### config.mk
export PLATFORM = sky130hd
export DESIGN_NAME = inst_fetch
export DESIGN_NICKNAME = d
export VERILOG_FILES = /design/src/rtl/inst_fetch_pkg.sv /design/src/rtl/inst_fetch.sv
export SDC_FILE = /design/constraint.sdc
export NUM_CORES = 1
export LEC_CHECK = 0
export BUFFER_PORTS_ARGS = -buffer_cell sky130_fd_sc_hd__clkbuf_2
export CAP_MARGIN = 25
export CORE_MARGIN = 2
export CORE_UTILIZATION = 35
export DETAILED_ROUTE_END_ITERATION = 8
export GPL_TIMING_DRIVEN = 0
export HOLD_SLACK_MARGIN = 0.15
export MAX_ROUTING_LAYER = met4
export SETUP_SLACK_MARGIN = 0.5
export SYNTH_ARGS = -nofsm -noshare
export SYNTH_HDL_FRONTEND = slang
export SYNTH_SLANG_ARGS = --single-unit
export TNS_END_PERCENT = 30
### constraint.sdc
create_clock -name clk -period 4.2 [get_ports clk]
set_input_delay 0.42 -clock clk [delete_from_list [all_inputs] [get_ports clk]]
set_output_delay 0.42 -clock clk [all_outputs]
set_load 0.1 [all_outputs]
### src/rtl/inst_fetch_pkg.sv
// -----------------------------------------------------------------------------
// inst_fetch_pkg
// Shared constants and types for the NPC instruction fetch unit.
//   XLEN_DEF      : default PC/address width
//   RESET_PC_DEF  : default first fetch address after reset
//   NOP_INST      : addi x0,x0,0, the decode-side value before any fetch
//   fetch_state_e : fetch FSM state encoding
// -----------------------------------------------------------------------------
package inst_fetch_pkg;

   localparam int          XLEN_DEF     = 64;
   localparam logic [63:0] RESET_PC_DEF = 64'h0000_0000_8000_0000;
   localparam logic [31:0] NOP_INST     = 32'h0000_0013;

   typedef enum logic [1:0] {
      ST_REQ   = 2'd0,
      ST_WAIT  = 2'd1,
      ST_HOLD  = 2'd2,
      ST_FAULT = 2'd3
   } fetch_state_e;

endpackage

### src/rtl/inst_fetch.sv
// -----------------------------------------------------------------------------
// inst_fetch
// Instruction fetch unit: owns the PC, issues one instruction-memory read at a
// time and holds each returned word (with its PC) for the decode stage.
// Redirects from execute flush any in-flight or held instruction.
//
// Optional feature macro: INST_FETCH_MISALIGN_CHK_EN
//   defined   : misaligned redirect target -> sticky fetch_fault, fetch stops
//   undefined : no fetch_fault port, redirect_pc[1:0] treated as 2'b00
//
// Ports
//   clk, rst_n        clock, async active-low reset
//   imem_req_*        request channel (valid/ready, 4-byte aligned address)
//   imem_rsp_*        response (one pulse per accepted request, in order)
//   id_valid/ready    decode handshake; id_inst/id_pc held instruction + PC
//   redirect_valid/pc control-flow redirect from execute (one-cycle pulse)
//   fetch_fault       misaligned redirect flag (macro builds only)
//
// state | meaning
// REQ   | request driven on bus, waiting for imem_req_ready
// WAIT  | request accepted, waiting for imem_rsp_valid
// HOLD  | instruction presented to decode, waiting for id_ready
// FAULT | misaligned redirect seen, fetch halted until reset
// -----------------------------------------------------------------------------
module inst_fetch
   import inst_fetch_pkg::*;
#(
   parameter int               XLEN     = XLEN_DEF,
   parameter logic [XLEN-1:0]  RESET_PC = RESET_PC_DEF[XLEN-1:0]
) (
   input  logic            clk,
   input  logic            rst_n,
   output logic            imem_req_valid,
   input  logic            imem_req_ready,
   output logic [XLEN-1:0] imem_req_addr,
   input  logic            imem_rsp_valid,
   input  logic [31:0]     imem_rsp_data,
   output logic            id_valid,
   input  logic            id_ready,
   output logic [31:0]     id_inst,
   output logic [XLEN-1:0] id_pc,
   input  logic            redirect_valid,
`ifdef INST_FETCH_MISALIGN_CHK_EN
   input  logic [XLEN-1:0] redirect_pc,
   output logic            fetch_fault
`else
   input  logic [XLEN-1:0] redirect_pc
`endif
);

   localparam logic [XLEN-1:0] PC_INC     = XLEN'(4);
   localparam logic [XLEN-1:0] ALIGN_MASK = ~XLEN'(3);

   fetch_state_e    r_state, w_state_nxt;
   logic [XLEN-1:0] r_pc, w_pc_nxt;
   logic            r_kill, w_kill_nxt;
   logic            r_started;
   logic [31:0]     r_id_inst;
   logic [XLEN-1:0] r_id_pc;
   logic            w_load_id;
   logic            w_hs;
   logic            w_misalign;
   logic [XLEN-1:0] w_redirect_tgt;

`ifdef INST_FETCH_MISALIGN_CHK_EN
   assign w_redirect_tgt = redirect_pc;
   assign w_misalign     = (redirect_pc[1:0] != 2'b00);
   assign fetch_fault    = (r_state == ST_FAULT);
`else
   assign w_redirect_tgt = redirect_pc & ALIGN_MASK;
   assign w_misalign     = 1'b0;
`endif

   // r_started keeps the request low through reset and opens it on the first
   // clock edge after release.
   assign imem_req_valid = r_started && (r_state == ST_REQ);
   assign imem_req_addr  = r_pc;
   assign w_hs           = imem_req_valid && imem_req_ready;
   assign id_valid       = (r_state == ST_HOLD);
   assign id_inst        = r_id_inst;
   assign id_pc          = r_id_pc;

   always_ff @(posedge clk or negedge rst_n) begin
      if (!rst_n) begin
         r_state   <= ST_REQ;
         r_pc      <= RESET_PC;
         r_kill    <= 1'b0;
         r_started <= 1'b0;
         r_id_inst <= NOP_INST;
         r_id_pc   <= RESET_PC;
      end else begin
         r_state   <= w_state_nxt;
         r_pc      <= w_pc_nxt;
         r_kill    <= w_kill_nxt;
         r_started <= 1'b1;
         if (w_load_id) begin
            r_id_inst <= imem_rsp_data;
            r_id_pc   <= r_pc;
         end
      end
   end

   always_comb begin
      w_state_nxt = r_state;
      w_pc_nxt    = r_pc;
      w_kill_nxt  = r_kill;
      w_load_id   = 1'b0;

      case (r_state)
         ST_REQ: begin
            if (w_hs) begin
               w_state_nxt = ST_WAIT;
               // redirect while the old-pc request is accepted: its data is stale
               if (redirect_valid) w_kill_nxt = 1'b1;
            end
         end
         ST_WAIT: begin
            if (imem_rsp_valid) begin
               w_kill_nxt = 1'b0;
               if (r_kill || redirect_valid) begin
                  w_state_nxt = ST_REQ;
               end else begin
                  w_state_nxt = ST_HOLD;
                  w_load_id   = 1'b1;
               end
            end else if (redirect_valid) begin
               w_kill_nxt = 1'b1;
            end
         end
         ST_HOLD: begin
            if (id_ready) w_pc_nxt = r_pc + PC_INC;
            if (id_ready || redirect_valid) w_state_nxt = ST_REQ;
         end
         default: ;
      endcase

      // redirect overrides pc+4; FAULT is terminal until reset
      if (redirect_valid && (r_state != ST_FAULT)) begin
         w_pc_nxt = w_redirect_tgt;
         if (w_misalign) begin
            w_state_nxt = ST_FAULT;
            w_kill_nxt  = 1'b0;
         end
      end
   end

endmodule

==> impl_metrics.yaml, run 1 <==
yosys:
  synth_cell_type_count: 58
  synth_seq_cells: 160
  synth-seq-area-share_pct: 52.4
  post_synth_edffs: 0
  yosysTopAreaCell: "dfrtp_1"
  async_flop_share_pct: 100
  synth-warning-count: 0
  post_synth_instance_area_um2: 7660
  postSynthAreaPerCell_um2: 10.9
  synth.top_cell.area_share_pct: 50.6
  synth.area.top_cells: "dfrtp_1 51%, mux2_2 14%, nand4_1 3.3%"
  synthFlopType: "dfrtp_1"
  post_synthesis_cell_count: 705
floorplan:
  chipWidth_um: 152
  placement_rows: 54
  top_level_port_count: 264
  die_area_um2: 23100
  chip_height_um: 152
  initial_core_util_pct: 35.4
  coreArea_um2: 21600
place:
  place.detailed.instances: 1246
  gp_congestion: 0.856
  dp.final_hpwl_um: 18200
  placement.io_buffers: 257
  preCtsSetupSlack_ns: 1.08
sta:
  final_skew_ns: 0.00847
  setup_viol: 0
  layout_worst_path_cycle_share_pct: 74.8
  min_period_ns: 3.14
  max_slew_margin_pct: 31.0
  tightestPinTransition_ns: 1.03
  finalMaxSlewViolations: 0
  fmaxAchievable_ghz: 0.318
  hold_slack_ns: 0.197
  layout_setup_ws_ns: 1.06
  grt_setup_unrepaired: "false"
  hold_viol: 0
cts:
  cts-resized-gates: 0
  htree_levels: 4
  insertion_delay_ns: 0.43
  cts_hold_buffers: 1
  clock-root-buffer: "clkbuf_16"
  postCtsSetupRepairBufs: 0
  numClockSinks: 160
  cts_inserted_buffers: 17
  tritoncts: "done"
  clk_pin_slew_worst_paths_ns: 0.07
  ctsLongestPathBuffers: 2
flow_run:
  max_cap_viol_count: 0
cells_and_area:
  fin_nets: 1093
  final-instance-count-excl-fill: 1279
  area_growth_syn_to_layout_pct: 29.3
  num_antenna_cells: 0
  postLayoutCoreUtil_pct: 45.8
  final_layout_size_suffix_gt1_share_pct: 40.9
setup_path:
  worst-setup-path-type: "reg -> reg"
  critical_path.max_fanout: 10
  cp.required_ns: 4.54
  start_kind: "flop"
  critPathCaptureType: "flop"
  cp.arrival_ns: 3.49
status:
  run_status: "completed"
global_routing:
  number_of_antenna_violations_at_the_first_check_in_global_routing: 0
  gr_util_all_layers_pct: 22.4
  grt.overflow.total: 0
  via_count_of_the_first_global_routing_pass: 6764
  grt_start_max_net_pins: 87
  grt_first_pass_wirelength_um: 39600
drt:
  routedWlPerCell_um: 19.3
  detail_route.vias_per_cell: 5.33
  drt_wl_total_um: 24700
  dr.pass1.iters: 5
  detail_route.iter0.violations: 408
  via_count: 6816
  ant_nets: 0
  detail_route.drc_violations: 0
hold_path:
  hold_class: "in -> reg"
## cell usage in the layout, fill, tap and decap left out, drive strengths merged, types with 16 or more instances in the layout
cell type,n
clkbuf,312
o21ai,40
nor3,16
dfrtp,155
nor4,16
nand4,42
nor2,49
nand3,28
a31oi,21
nand2,60
mux2,95
## layer usage
layer / up-vias / wire length, um / global-route usage, %
li1: 3148 / - / -
met1: 3360 / 11000 / 29.4
met2: 273 / 11800 / 34.8
met3: 35 / 1520 / 4.91
met4: 0 / 486 / 6.81
met5: - / 0 / -
## final cells by class
class | instances | area [um2]
Clock inverter | 11 | 91.3
Clock buffer | 21 | 460
Inverter | 6 | 22.5
Buffer | 44 | 186
Tap cell | 280 | 350
Sequential cell | 160 | 4010
Timing Repair Buffer | 259 | 1330
Multi-Input combinational cell | 498 | 3450
Fill cell | 2114 | 11700
## flip-flops by register name, summed over array words and instances (netlist names)
signal and flops:
imem_req_addr 62, r_state 2, id_inst 32, r_started 1, id_pc 62, r_kill 1
## metrics by stage
| step | TNS [ns] | instance area (um2) |
|---|---|---|
| floorplan | 0 | 7670 |
| global placement | -55.41 | 9310 |
| detailed placement | 0 | 9340 |
| CTS | 0 | 9900 |
| global route | 0 | 9900 |
| finish | 0 | 9900 |
## worst paths after layout
check / startpoint / depth (start not counted) / slack (ns) / end
setup / recovery: r_state[0] / 8 / 1.06 / imem_req_addr[59]
hold / removal: redirect_pc[42] / 3 / 0.20 / imem_req_addr[42]
setup reg to reg: r_state[0] / 8 / 1.06 / imem_req_addr[59]
hold reg to reg: id_pc[20] / 1 / 0.50 / id_pc[20]
max in group asynchronous: rst_n / 3 / 2.72 / id_inst[1]
min in group asynchronous: rst_n / 2 / 0.59 / id_pc[37]
## Yosys cell counts, types with 2 or more instances
cell,n
a21oi_1,7
o21ai_0,40
buf_2,5
clkbuf_1,34
ha_1,5
o211ai_1,3
or3_1,13
nor3_1,15
inv_1,6
mux2_2,95
buf_4,4
nor4_2,2
xor2_1,15
nand4_1,41
a211oi_1,2
and4_1,3
o31ai_1,7
nand3_1,27
nand2_1,60
nor4_1,13
dfstp_2,5
nor2_1,49
a211o_1,4
xnor2_1,12
mux2i_1,4
and2_1,6
or4_1,9
o31a_1,3
conb_1,2
dfrtp_1,155
nand2b_1,2
and3_1,8
a31oi_1,21
a311oi_1,4
## cell families after synthesis
family,after synthesis,synth area share (%)
mux,99,14.5
other cells,2,0.0981
compound gates,100,8.25
buf+inv,50,2.73
simple gates,262,18.2
flops,160,52.4
fa+ha+maj,5,0.817
xor+xnor,27,3.09
## worst max-delay path, cell delays in order, from the launching register on
cell	delay [ns]
dfrtp_1	0.40
inv_1	0.11
ha_1	0.33
nand2_1	0.24
nor4_4	0.76
nand4_1	0.38
buf_2	0.31
or3_1	0.37
a31oi_1	0.18
Power of run 1 is left out: the tool's default activity adds up to more than one toggle a clock period on the data nets, which glitch-free logic cannot reach.
==> run 2: changes to the inputs <==
==> constraint.sdc (replaced) <==
create_clock -name clk -period 2.6 [get_ports clk]
set_input_delay 0.26 -clock clk [delete_from_list [all_inputs] [get_ports clk]]
set_output_delay 0.26 -clock clk [all_outputs]
set_load 0.1 [all_outputs]
==> run 2 against run 1 <==
- critical path type unchanged
- utilization up 8.6 points
- sequential share of layout area down 5.2 points
- worst hold slack worse by 0.030 ns
- global-route usage up 0.60 points
- clock-buffer cell count unchanged
- clock skew up 0.0022 ns
- die area unchanged
- critical path depth down 3
==> impl_metrics.yaml, run 2 (synthesis gave the netlist of run 1 again) <==
status:
  run_status: "completed"
setup_path:
  worst-setup-path-type: "reg -> reg"
  cp.arrival_ns: 2.67
  regToRegEndpoint: "imem_req_addr[61]"
  critical_path.max_fanout: 4
  start_kind: "flop"
  cp.required_ns: 2.94
  rr_startpoint: "imem_req_addr[31]"
  worst-r2r-setup-slack_ns: 0.28
  critPathCaptureType: "flop"
  ff2ff_path_depth: 5
sta:
  hold_viol: 0
  tightestPinTransition_ns: 0.917
  final_skew_ns: 0.0106
  grt_setup_unrepaired: "true"
  layout_worst_path_cycle_share_pct: 89.4
  setup_viol: 0
  max_slew_margin_pct: 38.3
  fmaxAchievable_ghz: 0.430
  finalMaxSlewViolations: 0
  min_period_ns: 2.32
  timing.setup.tns_ns: 0
drt:
  ant_nets: 0
  detail_route.iter0.violations: 367
  via_count: 7333
  routedWlPerCell_um: 18.5
  drt_wl_total_um: 26200
  detail_route.vias_per_cell: 5.19
  detail_route.drc_violations: 0
  dr.pass1.iters: 5
global_routing:
  via_count_of_the_first_global_routing_pass: 7179
  grt.overflow.total: 0
  grt_start_max_net_pins: 86
  grt_first_pass_wirelength_um: 40700
  gr_util_all_layers_pct: 23.0
  grt.busiest_layer: "met2"
  grt_util_met1_pct: 30.1
  globalRouteMet3Util_pct: 5.36
  number_of_antenna_violations_at_the_first_check_in_global_routing: 1
  met2_usage_pct: 35.2
cells_and_area:
  fin_nets: 1227
  final_layout_size_suffix_gt1_share_pct: 49.8
  area_growth_syn_to_layout_pct: 53.5
  num-fill-cells: 1995
  most-common-layout-cells: "271 x clkbuf_2, 102 x dfrtp_1, 95 x mux2_2, 91 x dlygate4sd3_1, 58 x nand2_1"
  mostFrequentLayoutCell: "clkbuf_2"
floorplan:
  chip_height_um: 152
  coreArea_um2: 21600
  chipWidth_um: 152
  placement_rows: 54
  top_level_port_count: 264
  initial_core_util_pct: 35.4
  die_area_um2: 23100
hold_path:
  whs_path_depth: 3
  timing.hold.worst_endpoint: "imem_req_addr[60]"
  hold_path_startpoint: "redirect_pc[60]"
  hold_class: "in -> reg"
place:
  gp_congestion: 0.867
  dp.final_hpwl_um: 18000
  placement.io_buffers: 257
cts:
  clk_pin_slew_worst_paths_ns: 0.07
  ctsLongestPathBuffers: 2
  tritoncts: "done"
  numClockSinks: 160
  cts_inserted_buffers: 17
  clock-root-buffer: "clkbuf_16"
  htree_levels: 4
  insertion_delay_ns: 0.43
flow_run:
  max_cap_viol_count: 0
-- run 2: cell types whose count changed in the layout (fill, tap and decap cells not counted), sizes merged, moves of 3 or more --
cell	before	now
buf	11	58
clkbuf	312	309
clkinv	7	1
dlygate4sd3	1	91
-- run 2: critical path, cell delays in order (launching register included) --
cell and delay, ns:
dfstp_4 0.64, nand3_4 0.10, or3_4 0.37, or4_4 0.53, or4_4 0.43, a31oi_1 0.18
-- run 2: area by class of cell --
| cell class | count | area, um2 | share of cell area, % |
|---|---|---|---|
| antenna | 1 | 2.50 | 0.0213 |
| clock buffer | 21 | 450 | 3.83 |
| buffer | 44 | 327 | 2.78 |
| clock inverter | 11 | 156 | 1.33 |
| timing repair buffer | 393 | 2610 | 22.2 |
| inverter | 6 | 22.5 | 0.192 |
| tap | 280 | 350 | 2.98 |
| sequential | 160 | 4150 | 35.3 |
| multi-input combinational | 498 | 3690 | 31.4 |
-- run 2: stage by stage --
step	util, %	hold WS (ns)	instances	instance area, um2	worst slack, ns
after floorplan	-	-0.0356	708	7910	0.192
after global placement	44.1	0.465	1245	9540	-2.49
after detailed placement	44.3	0.339	1246	9580	-0.657
after CTS	52.8	0.154	1386	11400	0.270
after global routing	54.4	0.165	1414	11800	0.202
final	54.4	0.167	1414	11800	0.275
-- run 2: worst max-delay path by stage --
stage | from | to | slack (ns) | cells after the start
after floorplan | imem_req_addr[31] | imem_req_addr[45] | 0.19 | 5
after global routing | r_state[0] | imem_req_addr[55] | 0.20 | 9
final | imem_req_addr[31] | imem_req_addr[61] | 0.28 | 5
after detailed placement | r_state[1] | id_pc[34] | -0.66 | 7
after CTS | imem_req_addr[31] | imem_req_addr[61] | 0.27 | 5
after global placement | rst_n | imem_req_addr[2] | -2.49 | 1
-- run 2: metal layers --
| metal | routed length (um) | vias up |
|---|---|---|
| met2 | 12200 | 309 |
| met3 | 1850 | 47 |
| li1 | - | 3420 |
| met1 | 11300 | 3557 |
| met4 | 780 | 0 |
| met5 | 0 | - |
-- run 2: what timing repair did --
action | 4_1_cts | 5_1_grt
hold endpoints to repair | 163 | 0
pin swaps | 8 | 26
endpoints found under the setup margin | 156 | 150
gates resized for setup | 49 | 54
setup buffers | 17 | 26
cloned | 0 | 1
hold buffers | 91 | 0
Power of run 2 is left out for the same reason.
==> run 3: changes to the inputs <==
--- a/config.mk
+++ b/config.mk
@@ -5,6 +5,7 @@
 export SDC_FILE = /design/constraint.sdc
 export NUM_CORES = 1
 export LEC_CHECK = 0
+export ABC_AREA = 1
 export BUFFER_PORTS_ARGS = -buffer_cell sky130_fd_sc_hd__clkbuf_2
 export CAP_MARGIN = 25
 export CORE_MARGIN = 2
==> run 3 against run 2 <==
- via count is 28% higher
- synthesized area up 15%
- synthesized cell count up 63%
- register-to-register slack better by 0.21 ns
- die area rose by 14%
- worst hold slack lost 0.016 ns
- utilization decreased by 6.1 points
- sequential share of layout area decreased by 1.8 points
- routed wire length increased by 35%
- maximum frequency grew 10%
- highest routed layer unchanged
==> impl_metrics.yaml, run 3 <==
status:
  run_status: "completed"
drt:
  detail_route.vias_per_cell: 5.08
  drt_wl_total_um: 35200
  detailroute.wirelength.met2_um: 16500
  detail_route.iter0.violations: 761
  ant_nets: 0
  highest_layer: "met4"
  via_count: 9375
  met1_length_um: 15600
  routedWlPerCell_um: 19.1
  met3RoutedLength_um: 2480
  dr.pass1.iters: 5
  detail_route.drc_violations: 0
yosys:
  post_synth_edffs: 0
  synth-seq-area-share_pct: 45.6
  ys_top_cells_by_count: "333 x nand2_1, 155 x dfrtp_1, 131 x nor2_1"
  post-synth-top-count-cell: "nand2_1"
  post_synthesis_cell_count: 1147
  yosysTopAreaCell: "dfrtp_1"
  synth.area.top_cells: "dfrtp_1 44%, nand2_1 14%, mux2_2 6.3%"
  post_synth_instance_area_um2: 8790
  synth.top_cell.area_share_pct: 44.1
  async_flop_share_pct: 100
  synth_cell_type_count: 37
  postSynthAreaPerCell_um2: 7.67
  synthFlopType: "dfrtp_1"
  synth_seq_cells: 160
  synth-warning-count: 0
cts:
  clock-root-buffer: "clkbuf_16"
  ctsLongestPathBuffers: 2
  numClockSinks: 160
  insertion_delay_ns: 0.45
  htree_levels: 4
  clk_pin_slew_worst_paths_ns: 0.08
  cts_inserted_buffers: 17
  tritoncts: "done"
setup_path:
  critPathCaptureType: "flop"
  critical_path.slowest_cell: "nor3_1"
  ordered_list_of_cells_on_the_worst_path: "ha_1 -> nor2_4 -> buf_4 -> buf_4 -> nor3_1 -> nand4_1 -> o21ai_0 -> nor2_1"
  cp_common_cell: "buf_4"
  worst-setup-path-type: "reg -> reg"
  start_kind: "flop"
  cp.arrival_ns: 2.44
  cp.required_ns: 2.93
  critical_path.max_fanout: 6
  timing.critical_path.slowest_cell_delay_ns: 0.63
  path_delay_family: "simple AND/OR/NAND/NOR gates"
  cp.buffers_inverters: 2
global_routing:
  via_count_of_the_first_global_routing_pass: 9010
  grt_first_pass_wirelength_um: 52700
  number_of_antenna_violations_at_the_first_check_in_global_routing: 0
  gr_util_all_layers_pct: 27.3
  grt.overflow.total: 0
  grt_start_max_net_pins: 95
place:
  gp_congestion: 0.998
  dp.final_hpwl_um: 26400
  placement.io_buffers: 257
  preCtsSetupSlack_ns: 0.373
flow_run:
  max_cap_viol_count: 0
sta:
  finalMaxSlewViolations: 0
  setup_viol: 0
  min_period_ns: 2.11
  tightestPinTransition_ns: 0.754
  layout_worst_path_cycle_share_pct: 81.3
  fmaxAchievable_ghz: 0.473
  hold_viol: 0
  grt_setup_unrepaired: "true"
  layout_setup_ws_ns: 0.487
  final_skew_ns: 0.0144
  max_slew_margin_pct: 49.4
floorplan:
  initial_core_util_pct: 35.3
  coreArea_um2: 24900
  die_area_um2: 26400
  top_level_port_count: 264
  placement_rows: 58
  chip_height_um: 163
  chipWidth_um: 163
cells_and_area:
  num-fill-cells: 2517
  fin_nets: 1611
  mostFrequentLayoutCell: "nand2_1"
  area_growth_syn_to_layout_pct: 36.7
  most-common-layout-cells: "333 x nand2_1, 261 x clkbuf_2, 144 x dfrtp_1, 124 x nor2_1, 120 x inv_1"
  final_layout_size_suffix_gt1_share_pct: 28.7
  num_antenna_cells: 0
hold_path:
  hold_class: "in -> reg"
run 3: changes by cell type after synthesis, moves of 42 or more:
cell and delta:
inv_1 +114, nor2_1 +82, o21ai_0 +61, nand3_1 +42
nand2_1 +273, mux2_2 -46
run 3: kinds of logic after synthesis:
| kind of cell | count (synthesis) | synth area share (%) |
|---|---|---|
| flops | 160 | 45.6 |
| compound gates | 167 | 10.3 |
| simple gates | 595 | 29.2 |
| other cells | 2 | 0.0854 |
| buf+inv | 167 | 7.63 |
| xor+xnor | 1 | 0.0996 |
| fa+ha+maj | 5 | 0.711 |
| mux | 50 | 6.39 |
run 3: cell type report:
class | count | area (um2) | share of cell area [%]
Multi-Input combinational cell | 823 | 4180 | 34.8
Clock buffer | 17 | 425 | 3.54
Timing Repair Buffer | 335 | 2090 | 17.4
Tap cell | 330 | 413 | 3.43
Sequential cell | 160 | 4020 | 33.5
Buffer | 43 | 216 | 1.80
Inverter | 124 | 468 | 3.89
Clock inverter | 15 | 205 | 1.71
run 3: routing by layer:
layer | vias up | GRT usage [%]
li1 | 4420 | -
met5 | - | -
met3 | 42 | 4.63
met1 | 4496 | 36.2
met2 | 417 | 43.6
met4 | 0 | 6.80
run 3: tightest hold or removal path: stages:
cell      delay (ns)
clkbuf_2        0.07
o21ai_0         0.08
inv_1           0.06
nand2_1         0.04
nand2_1         0.04
run 3: path summary, 6_finish.rpt:
path | start | to | slack [ns] | cells past startpoint
max | r_state[0] | imem_req_addr[32] | 0.49 | 8
min | redirect_pc[41] | imem_req_addr[41] | 0.15 | 5
max reg2reg | r_state[0] | imem_req_addr[32] | 0.49 | 8
min reg2reg | id_pc[60] | id_pc[60] | 0.49 | 2
max in group asynchronous | rst_n | imem_req_addr[9] | 1.28 | 3
min in group asynchronous | rst_n | imem_req_addr[50] | 0.36 | 2
run 3: repair_timing:
action	CTS	global route
endpoints found under the setup margin	72	75
gates resized for setup	4	24
hold buffers	70	0
setup buffers	5	2
hold endpoints to repair	132	0
pin swaps	2	2
run 3: metrics by stage:
stage	util, %	hold WS, ns	std cells	instance area, um2	setup TNS (ns)
global placement	42.3	0.466	1737	10500	-292.58
detailed placement	42.4	0.299	1738	10600	0
global route	48.3	0.163	1847	12000	0
CTS	48.0	0.150	1845	12000	0
finish	48.3	0.151	1847	12000	0
floorplan	-	-0.0356	1150	8820	0
Power of run 3 is left out for the same reason.
